$ cat config.mk
export PLATFORM = sky130hd
export DESIGN_NAME = tl_phase_scheduler
export DESIGN_NICKNAME = d
export VERILOG_FILES = /design/src/rtl/tl_pkg.sv /design/src/rtl/tl_phase_timer.sv /design/src/rtl/tl_phase_scheduler.sv
export SDC_FILE = /design/constraint.sdc
export NUM_CORES = 1
export LEC_CHECK = 0
export CAP_MARGIN = 20
export CORE_MARGIN = 5
export CORE_UTILIZATION = 45
export CTS_BUF_LIST = sky130_fd_sc_hd__clkbuf_16
export CTS_CLUSTER_DIAMETER = 40
export DETAILED_ROUTE_END_ITERATION = 12
export GPL_TIMING_DRIVEN = 0
export PLACE_DENSITY = 0.75
export RECOVER_POWER = 50
export SLEW_MARGIN = 0
export SYNTH_ARGS = -nofsm -noshare
export SYNTH_HDL_FRONTEND = slang
export SYNTH_SLANG_ARGS = --single-unit
$ cat constraint.sdc
create_clock -name clk -period 1.7 [get_ports clk]
set_input_delay 0.34 -clock clk [delete_from_list [all_inputs] [get_ports clk]]
set_output_delay 0.34 -clock clk [all_outputs]
set_load 0.01 [all_outputs]
$ cat src/rtl/tl_pkg.sv
// Shared types and constants for the intersection phase scheduler.
// State encodings, light encodings and grant identifiers.
package tl_pkg;

  typedef enum logic [2:0] {
    HG   = 3'd0,
    HY   = 3'd1,
    FG   = 3'd2,
    FY   = 3'd3,
    WALK = 3'd4
  } phase_e;

  localparam logic [2:0] LIGHT_GRN = 3'b001;
  localparam logic [2:0] LIGHT_YEL = 3'b010;
  localparam logic [2:0] LIGHT_RED = 3'b100;

  localparam logic FARM = 1'b0;
  localparam logic PED  = 1'b1;

endpackage

$ cat src/rtl/tl_phase_timer.sv
// Phase dwell counter: clears on a phase change, otherwise saturating count.
// Ports: clk, rst (async active-low), clr (sync clear), cnt (count value).
module tl_phase_timer #(
  parameter int CNT_W = 8
) (
  input  logic             clk,
  input  logic             rst,
  input  logic             clr,
  output logic [CNT_W-1:0] cnt
);

  localparam logic [CNT_W-1:0] CNT_MAX = {CNT_W{1'b1}};

  always_ff @(posedge clk or negedge rst) begin
    if (!rst) begin
      cnt <= '0;
    end else if (clr) begin
      cnt <= '0;
    end else if (cnt != CNT_MAX) begin
      cnt <= cnt + 1'b1;
    end
  end

endmodule

$ cat src/rtl/tl_phase_scheduler.sv
// Highway/farm-road phase scheduler with pedestrian WALK and emergency preempt.
// In: clk, rst, sensor, ped_req, emg. Out: l_high, l_f, walk, ped_pending, phase.
module tl_phase_scheduler
  import tl_pkg::*;
#(
  parameter int HG_MIN = 20,
  parameter int YEL_T  = 4,
  parameter int FG_MAX = 12,
  parameter int WALK_T = 8,
  parameter int CNT_W  = 8
) (
  input  logic       clk,
  input  logic       rst,
  input  logic       sensor,
  input  logic       ped_req,
  input  logic       emg,
  output logic [2:0] l_high,
  output logic [2:0] l_f,
  output logic       walk,
  output logic       ped_pending,
  output logic [2:0] phase
);

  localparam logic [CNT_W-1:0] HG_LAST   = CNT_W'(HG_MIN - 1);
  localparam logic [CNT_W-1:0] YEL_LAST  = CNT_W'(YEL_T - 1);
  localparam logic [CNT_W-1:0] FG_LAST   = CNT_W'(FG_MAX - 1);
  localparam logic [CNT_W-1:0] WALK_LAST = CNT_W'(WALK_T - 1);

  phase_e           state, state_d;
  logic             grant, grant_d;
  logic             last_grant, last_d;
  logic             pend_clr;
  logic             pend_d;
  logic [CNT_W-1:0] cnt;

  tl_phase_timer #(
    .CNT_W(CNT_W)
  ) u_timer (
    .clk(clk),
    .rst(rst),
    .clr(state_d != state),
    .cnt(cnt)
  );

  always_comb begin
    state_d  = state;
    grant_d  = grant;
    last_d   = last_grant;
    pend_clr = 1'b0;
    l_high   = LIGHT_RED;
    l_f      = LIGHT_RED;
    walk     = 1'b0;
    unique case (state)
      HG: begin
        l_high = LIGHT_GRN;
        if (!emg && cnt >= HG_LAST && (sensor || ped_pending)) begin
          state_d = HY;
          // Contention alternates; a lone requester always wins.
          if (sensor && ped_pending) grant_d = ~last_grant;
          else                       grant_d = ped_pending ? PED : FARM;
        end
      end
      HY: begin
        l_high = LIGHT_YEL;
        if (cnt == YEL_LAST) begin
          // Preempt returns to HG and leaves the pending request latched.
          if (emg) begin
            state_d = HG;
          end else begin
            last_d = grant;
            if (grant == PED) begin
              state_d  = WALK;
              pend_clr = 1'b1;
            end else begin
              state_d = FG;
            end
          end
        end
      end
      FG: begin
        l_f = LIGHT_GRN;
        if (cnt == FG_LAST || !sensor || emg) state_d = FY;
      end
      FY: begin
        l_f = LIGHT_YEL;
        if (cnt == YEL_LAST) state_d = HG;
      end
      WALK: begin
        walk = 1'b1;
        if (cnt == WALK_LAST || emg) state_d = HG;
      end
      default: state_d = HG;
    endcase
  end

  always_comb begin
    pend_d = ped_pending;
    if (pend_clr)                      pend_d = 1'b0;
    else if (ped_req && state != WALK) pend_d = 1'b1;
  end

  always_ff @(posedge clk or negedge rst) begin
    if (!rst) begin
      state       <= HG;
      grant       <= FARM;
      last_grant  <= FARM;
      ped_pending <= 1'b0;
    end else begin
      state       <= state_d;
      grant       <= grant_d;
      last_grant  <= last_d;
      ped_pending <= pend_d;
    end
  end

  assign phase = state;

endmodule

==> results of run 1 <==
## timing repair
| action | 4_1_cts | 5_1_grt |
|---|---|---|
| hold buffers | 0 | 0 |
| gates cloned | 1 | 0 |
| pin swaps | 7 | 8 |
| resized for setup | 24 | 21 |
| buffers inserted | 13 | 5 |
| setup endpoints to repair | 19 | 18 |
## cell usage after synthesis
| cell type | instances |
|---|---|
| nand2_1 | 6 |
| a2bb2oi_1 | 1 |
| nor4_1 | 4 |
| xor2_1 | 1 |
| nor2_1 | 13 |
| a31o_2 | 1 |
| nand3_2 | 1 |
| nor3_1 | 6 |
| a21oi_1 | 2 |
| nand4_1 | 4 |
| a31oi_1 | 3 |
| or3_4 | 1 |
| dfrtp_1 | 14 |
| buf_6 | 1 |
| o21ai_0 | 6 |
| ha_1 | 1 |
| nor3b_1 | 1 |
| mux2_4 | 1 |
| mux2i_1 | 1 |
| nor4b_4 | 1 |
| clkbuf_1 | 3 |
| nand4_2 | 1 |
| or4_1 | 1 |
| a2111oi_0 | 2 |
| or2_2 | 1 |
| inv_1 | 8 |
| a221o_1 | 1 |
| nand3_1 | 6 |
| nor4b_1 | 1 |
| o21a_1 | 1 |
| o31ai_1 | 2 |
| and3_1 | 1 |
## registers in the layout, summed over array words and instances, names as in the netlist
name and flops:
ped_pending 1, u_timer.cnt 8, last_grant 1, phase 3, grant 1
## power by group
part | switching (W) | internal (W) | leakage (nW)
Sequential | 0.000128 | 0.000464 | 0.169
Combinational | 0.000729 | 0.000714 | 0.383
Clock | 0.000147 | 0.000312 | 0.0385
## layer usage
metal / track usage / share of wire / vias to the layer above
li1: - / - / 433
met1: 0.2357 / 0.39 / 478
met2: 0.3490 / 0.50 / 61
met3: 0.04225 / 0.070 / 14
met4: 0.1021 / 0.039 / 0
met5: 0 / 0 / -
## cells by family after synthesis
kind of cell,share of synthesized area
compound gates,0.1485
xor+xnor,0.01030
buf+inv,0.06176
flops,0.4118
fa+ha+maj,0.01470
simple gates,0.3235
mux,0.02941
## cell type report
cell class	count	area [µm²]	share of cell area
multi-input combinational	72	560.5	0.4164
clock inverter	1	3.754	0.002788
timing repair buffer	32	269.0	0.1998
sequential	14	355.3	0.2639
tap	25	31.28	0.02323
clock buffer	3	75.07	0.05576
inverter	8	30.03	0.02230
buffer	3	21.27	0.01580
## worst paths after layout
kind | startpoint | to | slack, ns | depth (start not counted)
hold reg to reg | last_grant | last_grant | 0.51 | 1
hold / removal | last_grant | last_grant | 0.51 | 1
setup / recovery | u_timer.cnt[6] | last_grant | -0.13 | 4
setup reg to reg | u_timer.cnt[6] | last_grant | -0.13 | 4
max in group asynchronous | rst | u_timer.cnt[7] | 0.63 | 1
min in group asynchronous | rst | u_timer.cnt[2] | 0.58 | 1
## through the flow
stage / worst slack (ns) / cells / util
floorplan: -0.09964 / 97 / -
global placement: -0.3932 / 137 / 0.5929
detailed placement: -0.3986 / 137 / 0.5929
CTS: -0.05598 / 153 / 0.7092
global route: -0.2159 / 158 / 0.7631
finish: -0.1347 / 158 / 0.7631
==> impl_metrics.toml, run 1 <==
[outcome]
status = "complete, but fails checks"
violations = "setup timing"

[yosys]
ys_warn_count = 0
syn-cell-area_um2 = 850.8
avgSynthCellArea_um2 = 8.771
ys_seq_area_frac = 0.4118
synth_cell_type_count = 32
netlist.top_cell.by_area = "dfrtp_1"
synth_fp_nets = 103
synthTopCellsByArea = "dfrtp_1 41%, nor2_1 5.7%, nand3_1 3.5%, nor3_1 3.5%, o21ai_0 3.5%"
synthCells = 97
synth_top_area_frac = 0.4118
ys_ff_latch = 14

[pwr]
finalPower_w = 0.002493
peakVddDrop_v = 0.001223
power_leakage_nw = 0.5909
powerDensity_nw_per_um2 = 1852

[worst_setup_path]
worstSetupEndpointType = "register"
cp_max_fo = 6
cp_slowest_cell = "dfrtp_1"
crit_family = "simple AND/OR/NAND/NOR gates"
path_cells = "nor4b_4, nand4_2, or3_4, mux2_4"
critPathKind = "reg -> reg"
worst-path-buf-inv = 0
critical_path.startpoint_type = "register"
slowest_delay_ns = 0.48
cp_data_arrival_time_ns = 1.96
worstPathRequired_ns = 1.83

[floorplan]
io_pins = 16
die_x_um = 53.48
rows = 15
die_y_um = 53.48
start_util = 0.4823
dieArea_um2 = 2860
coreArea_um2 = 1764

[place]
port_buffers = 15
dp_hpwl_um = 1459
routabilityCongestion = 0.7937
dpl-instance-area_um2 = 1046

[timing]
setup_viol = 10
finalCritPeriodShare = 1.079
fin_ws_ns = -0.1347
hold_slack_ns = 0.5122
relSlewSlack = 0.5364
rsz0062_at_grt = "true"
tns_ns = -0.3673
worst_pin_slew_ns = 0.6931
skew_ns = 0.005621
hold_viol = 0
max_freq_mhz = 545.0
post-route-min-period_ns = 1.835
slew_viol_final = 0

[final_layout]
fillers = 132
n_antenna_cell = 0
fin_area_um2 = 1346
syn_to_final_growth_pct = 58.24
drive_gt1_frac = 0.3835
layout_commonest_cell = "buf_4"
final_net_count = 140
layout_common_cells = "16 x buf_4, 12 x nor2_1, 10 x dfrtp_1"

[clock_network]
cts-htree-levels = 1
clock_latency_ns = 0.25
clock_sinks = 14
cts-root-buf = "clkbuf_16"
cts_buffers = 3
cts_tree = "done"
path_clk_slew_ns = 0.05
cts_buffer_depth = 2

[grt]
gr-total-overflow = 0
grt_pass1_vias = 854
grt_first_pass_wirelength_um = 4098
antenna_found_initial = 0
grt_max_degree = 15
grt_use_total = 0.2036

[detailed_routing]
drt-wirelength-per-cell_um = 19.11
drt-total-wl_um = 3020
drc = 0
vias = 986
antenna_left = 0
drt_iter0_drc = 45
dr.pass1.iters = 4
viasPerCell = 6.241

[flow_run]
drv_cap = 0

[min_path]
hold_class = "reg -> reg"
Note: power is estimated with default switching activity, not from simulation.
==> inputs of run 2 (changes only) <==
--- a/config.mk
+++ b/config.mk
@@ -11,9 +11,9 @@
 export CTS_BUF_LIST = sky130_fd_sc_hd__clkbuf_16
 export CTS_CLUSTER_DIAMETER = 40
 export DETAILED_ROUTE_END_ITERATION = 12
-export GPL_TIMING_DRIVEN = 0
 export PLACE_DENSITY = 0.75
 export RECOVER_POWER = 50
+export SETUP_SLACK_MARGIN = 0.2
 export SLEW_MARGIN = 0
 export SYNTH_ARGS = -nofsm -noshare
 export SYNTH_HDL_FRONTEND = slang
==> run 2 against run 1 <==
The run still ends with setup timing left; design area grew 13%; setup slack lost 0.0012 ns; hold slack lost 0.00060 ns; final cell count grew 9.5%; flip-flop and latch count is the same; combinational power grew 14%; critical path depth grew 1; via count grew 9.2%; core utilization grew 9.6 points; maximum frequency is essentially flat; non-clock buffer count grew 15; critical path type unchanged.
==> impl_metrics.toml, run 2 (synthesis gave the netlist of run 1 again) <==
[outcome]
status = "complete, but fails checks"
violations = "setup timing"

[final_layout]
largest_reg_flops = 8
n_antenna_cell = 0
final_net_count = 155
layout_commonest_cell = "buf_4"
drive_gt1_frac = 0.5000
largest_register = "u_timer.cnt"
syn_to_final_growth_pct = 78.09
layout_common_cells = "26 x buf_4, 12 x dfrtp_1, 11 x nor2_1"

[detailed_routing]
drt-total-wl_um = 3627
viasPerCell = 6.225
dr.pass1.iters = 4
drc = 0
drt_iter0_drc = 83
vias = 1077
drt-wirelength-per-cell_um = 20.97
antenna_left = 0

[timing]
worst_pin_slew_ns = 0.7987
finalCritPeriodShare = 1.080
tns_ns = -0.9159
relSlewSlack = 0.4675
post-route-min-period_ns = 1.836
setup_viol = 13
max_freq_mhz = 544.7
fin_ws_ns = -0.1359
rsz0062_at_grt = "true"
skew_ns = 0.006364
hold_slack_ns = 0.5116
hold_viol = 0
slew_viol_final = 0

[grt]
grt_first_pass_wirelength_um = 5395
grt_pass1_vias = 1044
antenna_found_initial = 0
grt_max_degree = 15
grt_use_total = 0.2753
gr-total-overflow = 0

[min_path]
hold_depth = 1
min_from = "last_grant"
hold_class = "reg -> reg"

[clock_network]
clock_latency_ns = 0.25
cts-root-buf = "clkbuf_16"
path_clk_slew_ns = 0.05
postCtsHoldBufs = 0
cts_buffers = 3
clock_sinks = 14
cts_tree = "done"
cts_buffer_depth = 2
cts-htree-levels = 1

[pwr]
seqPwrFrac = 0.236
peakVddDrop_v = 0.001251
pwr-share-clk = 0.164
pwr-share-comb = 0.600
powerDensity_nw_per_um2 = 1808
power_leakage_nw = 0.6918
switching_share = 0.4090
switchingPower_w = 0.001121
intPower_w = 0.001619

[worst_setup_path]
worstRegToRegCells = 5
worstPathRequired_ns = 1.83
worstSetupEndpointType = "register"
r2r-start = "u_timer.cnt[1]"
critPathKind = "reg -> reg"
critical_path.startpoint_type = "register"
cp_max_fo = 3
critPathLaunch = "u_timer.cnt[1]"
cp_data_arrival_time_ns = 1.97

[floorplan]
io_pins = 16
die_y_um = 53.48
dieArea_um2 = 2860
start_util = 0.4823
die_x_um = 53.48
rows = 15
coreArea_um2 = 1764

[place]
dp_hpwl_um = 1942
port_buffers = 15
routabilityCongestion = 0.8175

[flow_run]
drv_cap = 0
run 2: worst max-delay path, stage by stage (launching register included):
cell and delay, ns:
dfrtp_1 0.39, ha_4 0.17, nor4b_4 0.28, nand4_2 0.20, or3_4 0.38, mux2_4 0.30
run 2: through the flow:
stage	instance area, µm²	worst slack [ns]	power [W]	std cells	utilization
after floorplan	939.7	-0.09964	0.001303	97	-
after global placement	1254	-0.2880	0.001797	155	0.7106
after detailed placement	1254	-0.3129	0.001844	155	0.7106
after CTS	1449	-0.06619	0.002474	169	0.8213
after global routing	1515	-0.1815	0.002870	173	0.8589
final	1515	-0.1359	0.002740	173	0.8589
run 2: final timing paths:
kind	slack [ns]	to
hold / removal	0.51	last_grant
min in group asynchronous	0.70	last_grant
max in group asynchronous	0.45	phase[2]
setup / recovery	-0.14	last_grant
hold reg to reg	0.51	last_grant
setup reg to reg	-0.14	last_grant
run 2: layer usage:
metal,wire length [µm],vias up,GRT usage
met4,145,0,0.1319
met1,1318,513,0.3443
met3,366,16,0.05915
met2,1795,85,0.4429
li1,-,463,-
met5,0,-,0
run 2: layout make-up:
type	count	area [µm²]
multi-input cells	72	608.1
clock buffers	3	75.07
inverters	8	32.53
fillers	96	249.0
repair buffers	50	411.6
well taps	25	31.28
clock inverters	1	3.754
flip-flops and latches	14	352.8
run 2: what timing repair did:
item / in CTS / in global routing
pin swaps: 12 / 4
setup buffers: 9 / 4
gates cloned: 1 / 0
endpoints found under the setup margin: 25 / 21
gates resized for setup: 53 / 12
run 2: power by group through the flow:
stage	clock network [W]	registers, W	logic [W]
final	0.000449	0.000648	0.00164
after floorplan	0	0.000579	0.000724
after global routing	0.000478	0.000656	0.00174
after CTS	0.000458	0.000617	0.00140
after global placement	0	0.000603	0.00119
after detailed placement	0	0.000608	0.00124
==> inputs of run 3 (changes only) <==
--- a/config.mk
+++ b/config.mk
@@ -17,4 +17,5 @@
 export SLEW_MARGIN = 0
 export SYNTH_ARGS = -nofsm -noshare
 export SYNTH_HDL_FRONTEND = slang
+export SYNTH_HIERARCHICAL = 1
 export SYNTH_SLANG_ARGS = --single-unit
==> run 3 against run 2 <==
The run still ends with setup timing left; clock-buffer cell count unchanged; setup slack lost 0.045 ns; critical path depth is 1 higher; via count fell by 14%; first-iteration DRC count shrank 88%; register-to-register slack got worse by 0.05 ns; synthesized cell count fell by 8.2%; clock power down 0.9%; sequential share of layout area is 1.2 points higher; global-route usage shrank 7.4 points; critical path type unchanged; largest cell class unchanged.
==> impl_metrics.toml, run 3 <==
[outcome]
status = "complete, but fails checks"
violations = "setup timing"

[clock_network]
cts-htree-levels = 1
path_clk_slew_ns = 0.05
cts_tree = "done"
clock_sinks = 14
cts_buffers = 3
clock_latency_ns = 0.24
cts_buffer_depth = 2
cts-root-buf = "clkbuf_16"
postCtsHoldBufs = 0

[worst_setup_path]
critPathKind = "reg -> reg"
cp_slowest_cell = "or3_4"
worstSetupEndpointType = "register"
worstPathRequired_ns = 1.85
path_cells = "or3_4, a21o_1, a221oi_2, a21oi_2, o21bai_1, a31oi_1"
slowest_delay_ns = 0.41
cp_data_arrival_time_ns = 2.03
worst-path-buf-inv = 0
crit_family = "compound AO/OA/AOI/OAI gates"
crit_cells = 6
worstRegToRegCells = 6
critical_path.startpoint_type = "register"
cp_max_fo = 5

[yosys]
ys_ff_latch = 14
synth_edf_count = 0
netlist.top_cell.by_area = "dfrtp_1"
ys_seq_area_frac = 0.3960
synth_most_common_cell = "dfrtp_1"
synthCells = 89
ys_top_cells_by_count = "14 x dfrtp_1, 6 x a21oi_1, 5 x nor2_1"
avgSynthCellArea_um2 = 9.939
synthTopCellsByArea = "dfrtp_1 40%, nor4_4 4.8%, a21oi_1 3.4%, and4_2 3.4%, nand2b_1 2.8%"
ys.flop_type = "dfrtp_1"
synth_cell_type_count = 40
ys_warn_count = 6
synth_top_area_frac = 0.3960
synth_fp_nets = 95
syn-cell-area_um2 = 884.6
synthArstFlopShare = 1.000

[final_layout]
syn_to_final_growth_pct = 62.38
final_net_count = 144
drive_gt1_frac = 0.5036
largest_reg_flops = 8
utilization = 0.7474
layout_commonest_cell = "buf_4"
n_antenna_cell = 0
largest_register = "u_timer/cnt"
layout_common_cells = "26 x buf_4, 13 x dfrtp_1, 6 x buf_6"

[place]
port_buffers = 15
dp_hpwl_um = 1786
routabilityCongestion = 0.8134

[grt]
grt_use_total = 0.2014
grt_max_degree = 15
met3_usage = 0.04632
grt_busiest_layer = "met2"
gr-total-overflow = 0
grtUsageMet2 = 0.3904
antenna_found_initial = 0
grt_pass1_vias = 923
grt_first_pass_wirelength_um = 4146
met1_usage = 0.2068

[timing]
relSlewSlack = 0.4820
tns_ns = -0.9387
finalCritPeriodShare = 1.107
worst_pin_slew_ns = 0.7771
setup_viol = 8
hold_viol = 0
fin_ws_ns = -0.1813
slew_viol_final = 0
rsz0062_at_grt = "true"
max_freq_mhz = 531.5
post-route-min-period_ns = 1.881
skew_ns = 0.002525

[detailed_routing]
vias = 922
drt-wirelength-per-cell_um = 15.83
drc = 0
dr.pass1.iters = 4
drt_iter0_drc = 10
viasPerCell = 5.622
antenna_left = 0
drt-total-wl_um = 2596

[floorplan]
die_x_um = 54.34
dieArea_um2 = 2952
io_pins = 16
coreArea_um2 = 1922
start_util = 0.4603
die_y_um = 54.34
rows = 16

[flow_run]
drv_cap = 0

[min_path]
hold_depth = 2
hold_class = "reg -> reg"

[pwr]
finalPower_w = 0.002228
peakVddDrop_v = 0.001035
powerDensity_nw_per_um2 = 1551
power_leakage_nw = 0.6829
==> run 3: changes by cell type after synthesis, sizes merged, moves of 4 or more <==
cell	previous run	this run
nor2	13	5
nand3	7	1
inv	8	3
a21oi	2	6
nand2b	0	4
==> run 3: where the power goes <==
part / internal [W] / total, W / switching (W)
sequential: 0.000436 / 0.000515 / 0.0000780
clock: 0.000311 / 0.000445 / 0.000134
combinational: 0.000633 / 0.00127 / 0.000635
==> run 3: path summary, 6_finish.rpt <==
check                                     from        endpoint  slack (ns)
worst min register to register      last_grant      last_grant        0.53
worst min-delay path                last_grant      last_grant        0.53
min in group asynchronous                  rst     ped_pending        0.69
max in group asynchronous                  rst        phase[0]        0.48
worst max-delay path            u_timer/cnt[5]  u_timer/cnt[2]       -0.18
worst max register to register  u_timer/cnt[5]  u_timer/cnt[2]       -0.18
==> run 3: area by class of cell <==
type / instances / area, µm²
clock inverters: 1 / 3.754
well taps: 27 / 33.78
multi-input cells: 69 / 586.8
flip-flops and latches: 14 / 351.6
clock buffers: 3 / 75.07
fillers: 145 / 485.5
inverters: 3 / 11.26
repair buffers: 47 / 374.1
==> run 3: per-layer routing <==
layer  wire length, µm  vias up
li1                  -      441
met1               993      440
met2              1395       36
met3               157        5
met4                50        0
met5                 0        -
==> run 3: cell families (layout without fill, tap and decap cells) <==
group | count (synthesis) | after routing | share of synthesized area
AND/OR/NAND/NOR | 43 | 43 | 0.3550
AO/OA/AOI/OAI | 24 | 24 | 0.1881
multiplexers | 1 | 1 | 0.01132
flip-flops | 14 | 14 | 0.3960
buffers and inverters | 6 | 54 | 0.03535
adder cells (fa/ha/maj) | 1 | 1 | 0.01414
==> run 3: through the flow <==
stage	area (µm²)	cells	hold slack (ns)	setup WS (ns)
3_5_place_dp	1229	152	0.5466	-0.4445
3_3_place_gp	1229	152	0.5314	-0.3450
6_report	1436	164	0.5349	-0.1813
4_1_cts	1385	161	0.4201	-0.1853
2_1_floorplan	885.9	89	0.04441	-0.1481
5_1_grt	1436	164	0.5810	-0.2682
==> run 3: what timing repair did <==
action                                  4_1_cts  5_1_grt
endpoints found under the hold margin         0        0
setup buffers                                 5        3
gates resized for setup                      47       12
endpoints found under the setup margin       25       21
pin swaps                                     9        5
==> run 3: tightest hold or removal path, delay by kind of cell (launching register included) <==
kind            cells  cell delay (ns)
flops               1             0.37
compound gates      1             0.07
buf+inv             1             0.05
